**src/rtl/arty_reset_sequencer.sv**
```systemverilog
// Staged reset release for downstream clock domains, gated on a stable MMCM lock.
// Domains release one at a time in index order; lock loss or an accepted soft reset re-asserts them all.
module arty_reset_sequencer #(
   parameter int P_NUM_DOMAINS        = 3,
   parameter int P_LOCK_STABLE_CYCLES = 1024,
   parameter int P_RELEASE_GAP_CYCLES = 16,
   parameter int P_SOFT_HOLD_CYCLES   = 64
) (
   input  logic                     i_clk_mhz,
   input  logic                     i_rst_mhz,
   input  logic                     i_mmcm_locked,
   input  logic                     i_soft_rst_req,
   output logic                     o_soft_rst_ack,
   output logic [P_NUM_DOMAINS-1:0] o_rst_domain,
   output logic                     o_seq_done,
   output logic                     o_lock_lost
);

   localparam int C_MAX_A = (P_LOCK_STABLE_CYCLES > P_RELEASE_GAP_CYCLES) ?
                            P_LOCK_STABLE_CYCLES : P_RELEASE_GAP_CYCLES;
   localparam int C_MAX   = (C_MAX_A > P_SOFT_HOLD_CYCLES) ? C_MAX_A : P_SOFT_HOLD_CYCLES;
   localparam int CW      = $clog2(C_MAX) + 1;
   localparam int IW      = (P_NUM_DOMAINS > 1) ? $clog2(P_NUM_DOMAINS) : 1;

   typedef enum logic [2:0] {
      ST_ASSERT,
      ST_WAIT_LOCK,
      ST_STABLE,
      ST_RELEASE,
      ST_RUN,
      ST_SOFT_HOLD
   } state_t;

   state_t                   state, state_n;
   logic [CW-1:0]            cnt, cnt_n;
   logic [IW-1:0]            idx, idx_n;
   logic [P_NUM_DOMAINS-1:0] rst_domain_n;
   logic                     ack_n, lost_n;
   logic                     lock_meta, lock_sync;

   // NOTE: sequential state uses non-blocking (<=) so every flop samples pre-edge values.
   always_ff @(posedge i_clk_mhz) begin
      if (i_rst_mhz) begin
         lock_meta      <= 1'b0;
         lock_sync      <= 1'b0;
         state          <= ST_ASSERT;
         cnt            <= '0;
         idx            <= '0;
         o_rst_domain   <= '1;
         o_seq_done     <= 1'b0;
         o_soft_rst_ack <= 1'b0;
         o_lock_lost    <= 1'b0;
      end else begin
         lock_meta      <= i_mmcm_locked;
         lock_sync      <= lock_meta;
         state          <= state_n;
         cnt            <= cnt_n;
         idx            <= idx_n;
         o_rst_domain   <= rst_domain_n;
         o_seq_done     <= (state_n == ST_RUN);
         o_soft_rst_ack <= ack_n;
         o_lock_lost    <= lost_n;
      end
   end

   // NOTE: every always_comb output gets a default first so no path can infer a latch.
   always_comb begin
      state_n      = state;
      cnt_n        = cnt;
      idx_n        = idx;
      rst_domain_n = o_rst_domain;
      ack_n        = 1'b0;
      lost_n       = 1'b0;

      case (state)
         ST_ASSERT: begin
            rst_domain_n = '1;
            cnt_n        = '0;
            idx_n        = '0;
            state_n      = ST_WAIT_LOCK;
         end

         ST_WAIT_LOCK: begin
            rst_domain_n = '1;
            if (lock_sync) begin
               state_n = ST_STABLE;
               cnt_n   = '0;
            end
         end

         ST_STABLE: begin
            if (!lock_sync) begin
               rst_domain_n = '1;
               state_n      = ST_WAIT_LOCK;
            end else if (cnt == CW'(P_LOCK_STABLE_CYCLES - 1)) begin
               state_n         = ST_RELEASE;
               cnt_n           = '0;
               idx_n           = '0;
               rst_domain_n[0] = 1'b0;
            end else begin
               cnt_n = cnt + CW'(1);
            end
         end

         ST_RELEASE: begin
            if (!lock_sync) begin
               rst_domain_n = '1;
               lost_n       = 1'b1;
               state_n      = ST_WAIT_LOCK;
            end else if (cnt == CW'(P_RELEASE_GAP_CYCLES - 1)) begin
               cnt_n = '0;
               if (idx == IW'(P_NUM_DOMAINS - 1)) begin
                  state_n = ST_RUN;
               end else begin
                  idx_n               = idx + IW'(1);
                  rst_domain_n[idx_n] = 1'b0;
               end
            end else begin
               cnt_n = cnt + CW'(1);
            end
         end

         ST_RUN: begin
            // Lock loss is tested first so it wins over a coincident soft request.
            if (!lock_sync) begin
               rst_domain_n = '1;
               lost_n       = 1'b1;
               state_n      = ST_WAIT_LOCK;
            end else if (i_soft_rst_req) begin
               rst_domain_n = '1;
               ack_n        = 1'b1;
               cnt_n        = '0;
               state_n      = ST_SOFT_HOLD;
            end
         end

         ST_SOFT_HOLD: begin
            if (!lock_sync) begin
               rst_domain_n = '1;
               lost_n       = 1'b1;
               state_n      = ST_WAIT_LOCK;
            end else if (cnt == CW'(P_SOFT_HOLD_CYCLES - 1)) begin
               state_n         = ST_RELEASE;
               cnt_n           = '0;
               idx_n           = '0;
               rst_domain_n[0] = 1'b0;
            end else begin
               cnt_n = cnt + CW'(1);
            end
         end

         default: begin
            rst_domain_n = '1;
            state_n      = ST_ASSERT;
         end
      endcase
   end

endmodule

```
**config.mk**
```make
export PLATFORM = sky130hd
export DESIGN_NAME = arty_reset_sequencer
export DESIGN_NICKNAME = d
export VERILOG_FILES = /design/src/rtl/arty_reset_sequencer.sv
export SDC_FILE = /design/constraint.sdc
export NUM_CORES = 1
export LEC_CHECK = 0
export ABC_CLOCK_PERIOD_IN_PS = 4290
export CELL_PAD_IN_SITES_DETAIL_PLACEMENT = 0
export CELL_PAD_IN_SITES_GLOBAL_PLACEMENT = 1
export CORE_UTILIZATION = 46
export DETAILED_ROUTE_END_ITERATION = 16
export HOLD_SLACK_MARGIN = 0.12
export PLACE_DENSITY_LB_ADDON = 0.1
export SYNTH_ARGS = -nofsm -noshare
export SYNTH_HDL_FRONTEND = slang
export SYNTH_SLANG_ARGS = --single-unit
```
**constraint.sdc**
```tcl
create_clock -name i_clk_mhz -period 4.29 [get_ports i_clk_mhz]
set_clock_uncertainty 0.2 [all_clocks]
set_input_delay 0.858 -clock i_clk_mhz [delete_from_list [all_inputs] [get_ports i_clk_mhz]]
set_output_delay 0.858 -clock i_clk_mhz [all_outputs]
set_load 0.05 [all_outputs]
```
* Word level (Yosys, flattened, before mapping)
Cells that the tools add are included.
** Word-level totals
- Register bits :: 24
- Bits in latches :: 0
- Memory bits (writable) :: 0
- ROM bits :: 0
- Bits of input ports :: 4
- Output and inout port bits :: 6
- Word-level logic and storage cells :: 99
- Memories :: 0
** Operators by class
- Add/subtract/negate cells :: 2
- $mul :: 0
- Divide/modulo/power cells :: 0
- Magnitude comparators :: 2
- Equal/unequal tests :: 25
- Shifts and indexed selects :: 0
- Mux-type cells :: 44
- Bitwise logic cells :: 5
- Reductions and logical operators :: 11
** Operators with widths (number)
- two-way mux 11 bit :: 9
- one-hot mux 11 bit (6 select lines) :: 1
- two-way mux 3 bit :: 15
- inequality test 2 bit (second input constant) :: 10
- one-hot mux 3 bit (6 select lines) :: 1
- two-way mux 2 bit :: 8
- inequality test 3 bit (second input constant) :: 5
- one-hot mux 3 bit (4 select lines) :: 1
- adder 11 x 1 -> 11 bit (second input constant) :: 1
- equality test 11 x 10 -> 1 bit (second input constant) :: 1
- equality test 11 x 4 -> 1 bit (second input constant) :: 1
- equality test 11 x 6 -> 1 bit (second input constant) :: 1
- equality test 3 bit (second input constant) :: 3
- one-hot mux 2 bit (4 select lines) :: 1
- AND reduction 8 bit :: 1
- two-way mux 1 bit :: 7
- AND reduction 7 bit :: 1
- equality test 3 x 2 -> 1 bit (second input constant) :: 2
- nonzero test 6 bit :: 1
- OR reduction 3 bit :: 2
- AND reduction 5 bit :: 1
- nonzero test 4 bit :: 1
- AND 3 bit :: 1
- equality test 3 x 1 -> 1 bit (second input constant) :: 1
- other kinds (11) :: 13

* Longest topological paths before layout
- Depth after elaboration :: 11
- Gate-level depth with buffers :: 7
- Depth with buffers taken out :: 7

* Worst setup path before layout
Ideal clock, no wire load.
- Kind :: input to register
- Start point :: input port i_soft_rst_req
- End point :: register cnt[10]
- Setup time :: 0.132 ns
- Arrival time :: 1.808 ns
- Data required time :: 3.958 ns
- Path slack :: 2.150 ns
- Cell stages on the path :: 6
- Path buffers :: 1
- Cells stage by stage :: nor2_1 o32a_1 clkbuf_1 nor3b_1 o21ai_0 a21oi_1
** On the way
- Word-level cells in the longest chain between the ends :: 2
** Ends and longest elaborated chain
- start, declared :: line 12 : input logic i_soft_rst_req,
- inequality test 2 bit (no line)
- AND reduction 7 bit (no line)
- end signal, assigned :: line 57 : cnt <= cnt_n;
- end, declared :: line 35 : logic [CW-1:0] cnt, cnt_n;
Every way passes these cells.
A chain may end at the register's enable or synchronous reset.

* Worst setup path after layout
- Start point :: register cnt[0]
- End point :: register cnt[7]
** On the way
- Word-level cells in the longest chain between the ends :: 4
- Elaborated cells on any way between the ends :: 11
- Those cells by class :: 1 x add/sub; 3 x eq/ne; 7 x mux
** Ends and longest elaborated chain
- adder 11 x 1 -> 11 bit (tied with other cells) :: line 101, 119, 148
- two-way mux 11 bit, on equally long branches :: line 142, 110, 95
- two-way mux 11 bit, on equally long branches :: line 138, 106, 92
- one-hot mux 11 bit (6 select lines) (*) :: line 75 : case (state)
Every way passes the cells marked *; elsewhere a longest branch is shown, timed or not. The select of a mux whose other input is x is not followed.

==> results.md <==
- Peak supply drop: 0.184 mV
- Sequential Area: 480 um^2
- Synth warn: 0
- GRT Residual Overflow: 0
- Crit Path Class: flip-flop to flip-flop
- Synth cell types: 46
- Yosys reg bits: 24
- Setup TNS: 0 ns
- DIE AREA: between 3000 and 4000 um^2
- Final period util: between 60 and 70%
- Mapped Area: 1350 um^2
- Most used DFF post-synth: dfxtp_1
- Row count: 19
- CTS tree: done
- Sw Share: 22.3%
- Pre-CTS WS: around 1.3 ns
- Root Buffer: clkbuf_4
- Max clock buf depth: 2
- Lkg Pwr: 0.485 nW
- Iter 0 DRT Violations: 47
- CTS Buf Count: 3
- Hold-fix buffers at CTS: 0
- Synth top area share: 35.5%
- Die height: 56.3 um
- WL/cell: 14.6 um
- Cell Pwr Density: 284 nW/um^2
- DR vias/cell: 6.03
- Clock Sinks: 24
- Fraction of layout cells with a size suffix above 1: 5.11%
- Slowest cell delay on critical path: approximately 0.62 ns
- First-pass GRT wire length: 5180 um
- Async SR Flop Fraction: 0%
- Reg clk slew, reported paths: 0.14 ns
- Max Slew Vio Count: 0
- PostCTS Resize Cnt: 0
- Logic pwr share: 6.2%
- Sequential area share after synthesis: 35.5%
- I/O pin count: 10
- GP Congestion: 0.791
- Via Count: 1249
- Ranking of synthesized cells by area: dfxtp_1, nand2_1, nor3_1
- Total wire length: 3010 um
- Nature of the critical path startpoint: flip-flop
- Top delay family on crit path: simple AND/OR/NAND/NOR gates
- WP buf/inv: 0
- Filler Cell Count: 270
- R2r setup slk: 1.64 ns
- 1st-pass router iterations: 4
- Antenna Cells: 0
- Crit path cell chain: ha_1, nand3_1, nor4_1, nor3_1, nor3_1, nor4_1
- Critical Path Sink Type: flip-flop
- # DRC: 0
- H-tree Lvls: 1
- Nets@finish: roughly 190
- Critical path arrival: around 2.7 ns
- Final setup fails: 0
- Area growth syn-to-layout: 10.3%
- Final hold violation count: 0
- CP Max Fanout: 7
- Post-DP HPWL: 2170 um
- Clock Power Share: 39.7%
- EDFF count, synth: 0
- Pin count of the biggest net entering global routing: 24
- Setup bufs post-CTS: 0
- Status: finished, final reports clean
- Port bufs: 9
- Hold Crit Class: flip-flop to flip-flop
- Synthesized area per cell: between 7 and 8 um^2
- Slew at the pin closest to its max-slew limit: around 0.81 ns
- Initial core utilization: 48.7%
- Seq pwr share: a little over half
- Synth Net Count: 181
- Core area: 2780 um^2
- Max-Cap Viols: 0
- Fin crit period: around 2.7 ns
- RSZ-0062 raised after global routing: no
- Die Span X: 56.3 um
- Worst EP required: 4.28 ns
- Number of global-route vias before repair: 1135
- Routed Antenna Nets: 0
- Clock Latency Late Sink: 0.32 ns
- Yosys top cell by area: dfxtp_1
- Tot GR Track Use: around a fifth
- Area of the multi-input gates: between 800 and 900 um^2
- Antenna violations before repair: 0
- Relative slew margins: about 46%
- Slowest CP cell: nor4_1
- Max Fclk: around 0.38 GHz
- Mapped Cells: 172
- Internal: 0.330 mW
- Final worst slack: 1.64 ns
- Psw: between 0.09 and 0.1 mW
Yosys cell counts (2+ instances only):
master	count
clkbuf_1	6
nand2_1	23
a21oi_1	13
a311oi_1	2
nor3_1	17
nand2b_1	5
xor2_1	2
ha_1	5
nand4_1	3
xnor2_1	3
inv_1	5
nor2_1	7
o32ai_1	2
nand3_1	5
dfxtp_1	24
nor4_1	2
o22ai_1	2
and2_1	2
nor2b_1	7
o21ai_0	11
power by group through the flow:
stage	sequential (mW)	clock, mW	combinational (mW)
5_1_grt	0.231	0.178	0.0291
6_report	0.230	0.168	0.0262
3_5_place_dp	0.234	0	0.0261
4_1_cts	0.230	0.174	0.0263
3_3_place_gp	0.234	0	0.0255
2_1_floorplan	0.231	0	0.0217
layout by cell type (no fill, tap or decap), drive strengths merged, types with 2 or more instances in the layout:
| master | n |
|---|---|
| a21oi | 14 |
| a311oi | 2 |
| and2 | 2 |
| clkbuf | 3 |
| clkdlybuf4s50 | 9 |
| dfxtp | 24 |
| ha | 5 |
| inv | 5 |
| nand2 | 23 |
| nand2b | 5 |
| nand3 | 5 |
| nand4 | 3 |
| nor2 | 7 |
| nor2b | 7 |
| nor3 | 18 |
| nor4 | 2 |
| o21ai | 11 |
| o22ai | 2 |
| o32ai | 2 |
| or4 | 2 |
| xnor2 | 3 |
| xor2 | 2 |
metrics by stage:
stage | cells | cell area [um^2] | power, mW | hold WS, ns | util (%)
after global placement | 203 | 1440 | 0.260 | 0.216 | 51.8
after floorplan | 172 | 1350 | 0.253 | 0.214 | -
after detailed placement | 203 | 1440 | 0.261 | 0.229 | 51.8
final | 207 | 1490 | 0.424 | 0.259 | 53.7
after global routing | 207 | 1490 | 0.438 | 0.270 | 53.7
after CTS | 207 | 1490 | 0.430 | 0.261 | 53.7
area by class of cell:
| type | instances | area share [%] |
|---|---|---|
| clock buffer | 3 | 1.51 |
| clock inverter | 1 | 2.01 |
| inverter | 5 | 1.26 |
| sequential | 24 | 32.2 |
| multi-input combinational | 134 | 54.4 |
| timing repair buffer | 9 | 6.04 |
| tap | 31 | 2.60 |
logic make-up (layout without fill, tap and decap cells):
group | after synthesis | count (layout) | synth area share (%)
XOR/XNOR | 5 | 5 | 3.24
buffers and inverters | 14 | 18 | 4.53
adder cells (fa/ha/maj) | 5 | 5 | 4.62
AO/OA/AOI/OAI | 42 | 42 | 19.8
flip-flops | 24 | 24 | 35.5
AND/OR/NAND/NOR | 81 | 81 | 31.6
multiplexers | 1 | 1 | 0.739
layer usage:
| layer | vias up | GRT usage, % | share of wire, % |
|---|---|---|---|
| met1 | 583 | 27.9 | 45 |
| li1 | 629 | - | - |
| met3 | 4 | 2.07 | 4.7 |
| met5 | - | 0 | 0 |
| met2 | 33 | 33.8 | 49 |
| met4 | 0 | 7.32 | 1.1 |
final timing paths:
kind               end       from  cells past startpoint
min          lock_sync  lock_meta                      1
min reg2reg  lock_sync  lock_meta                      1
max             cnt[7]     cnt[0]                      6
max reg2reg     cnt[7]     cnt[0]                      6
registers in the layout, summed over array words and instances, names as in the netlist:
| signal | flops |
|---|---|
| cnt | 11 |
| idx | 2 |
| lock_meta | 1 |
| lock_sync | 1 |
| o_lock_lost | 1 |
| o_rst_domain | 3 |
| o_seq_done | 1 |
| o_soft_rst_ack | 1 |
| state | 3 |
Note: power is estimated with default switching activity, not from simulation.
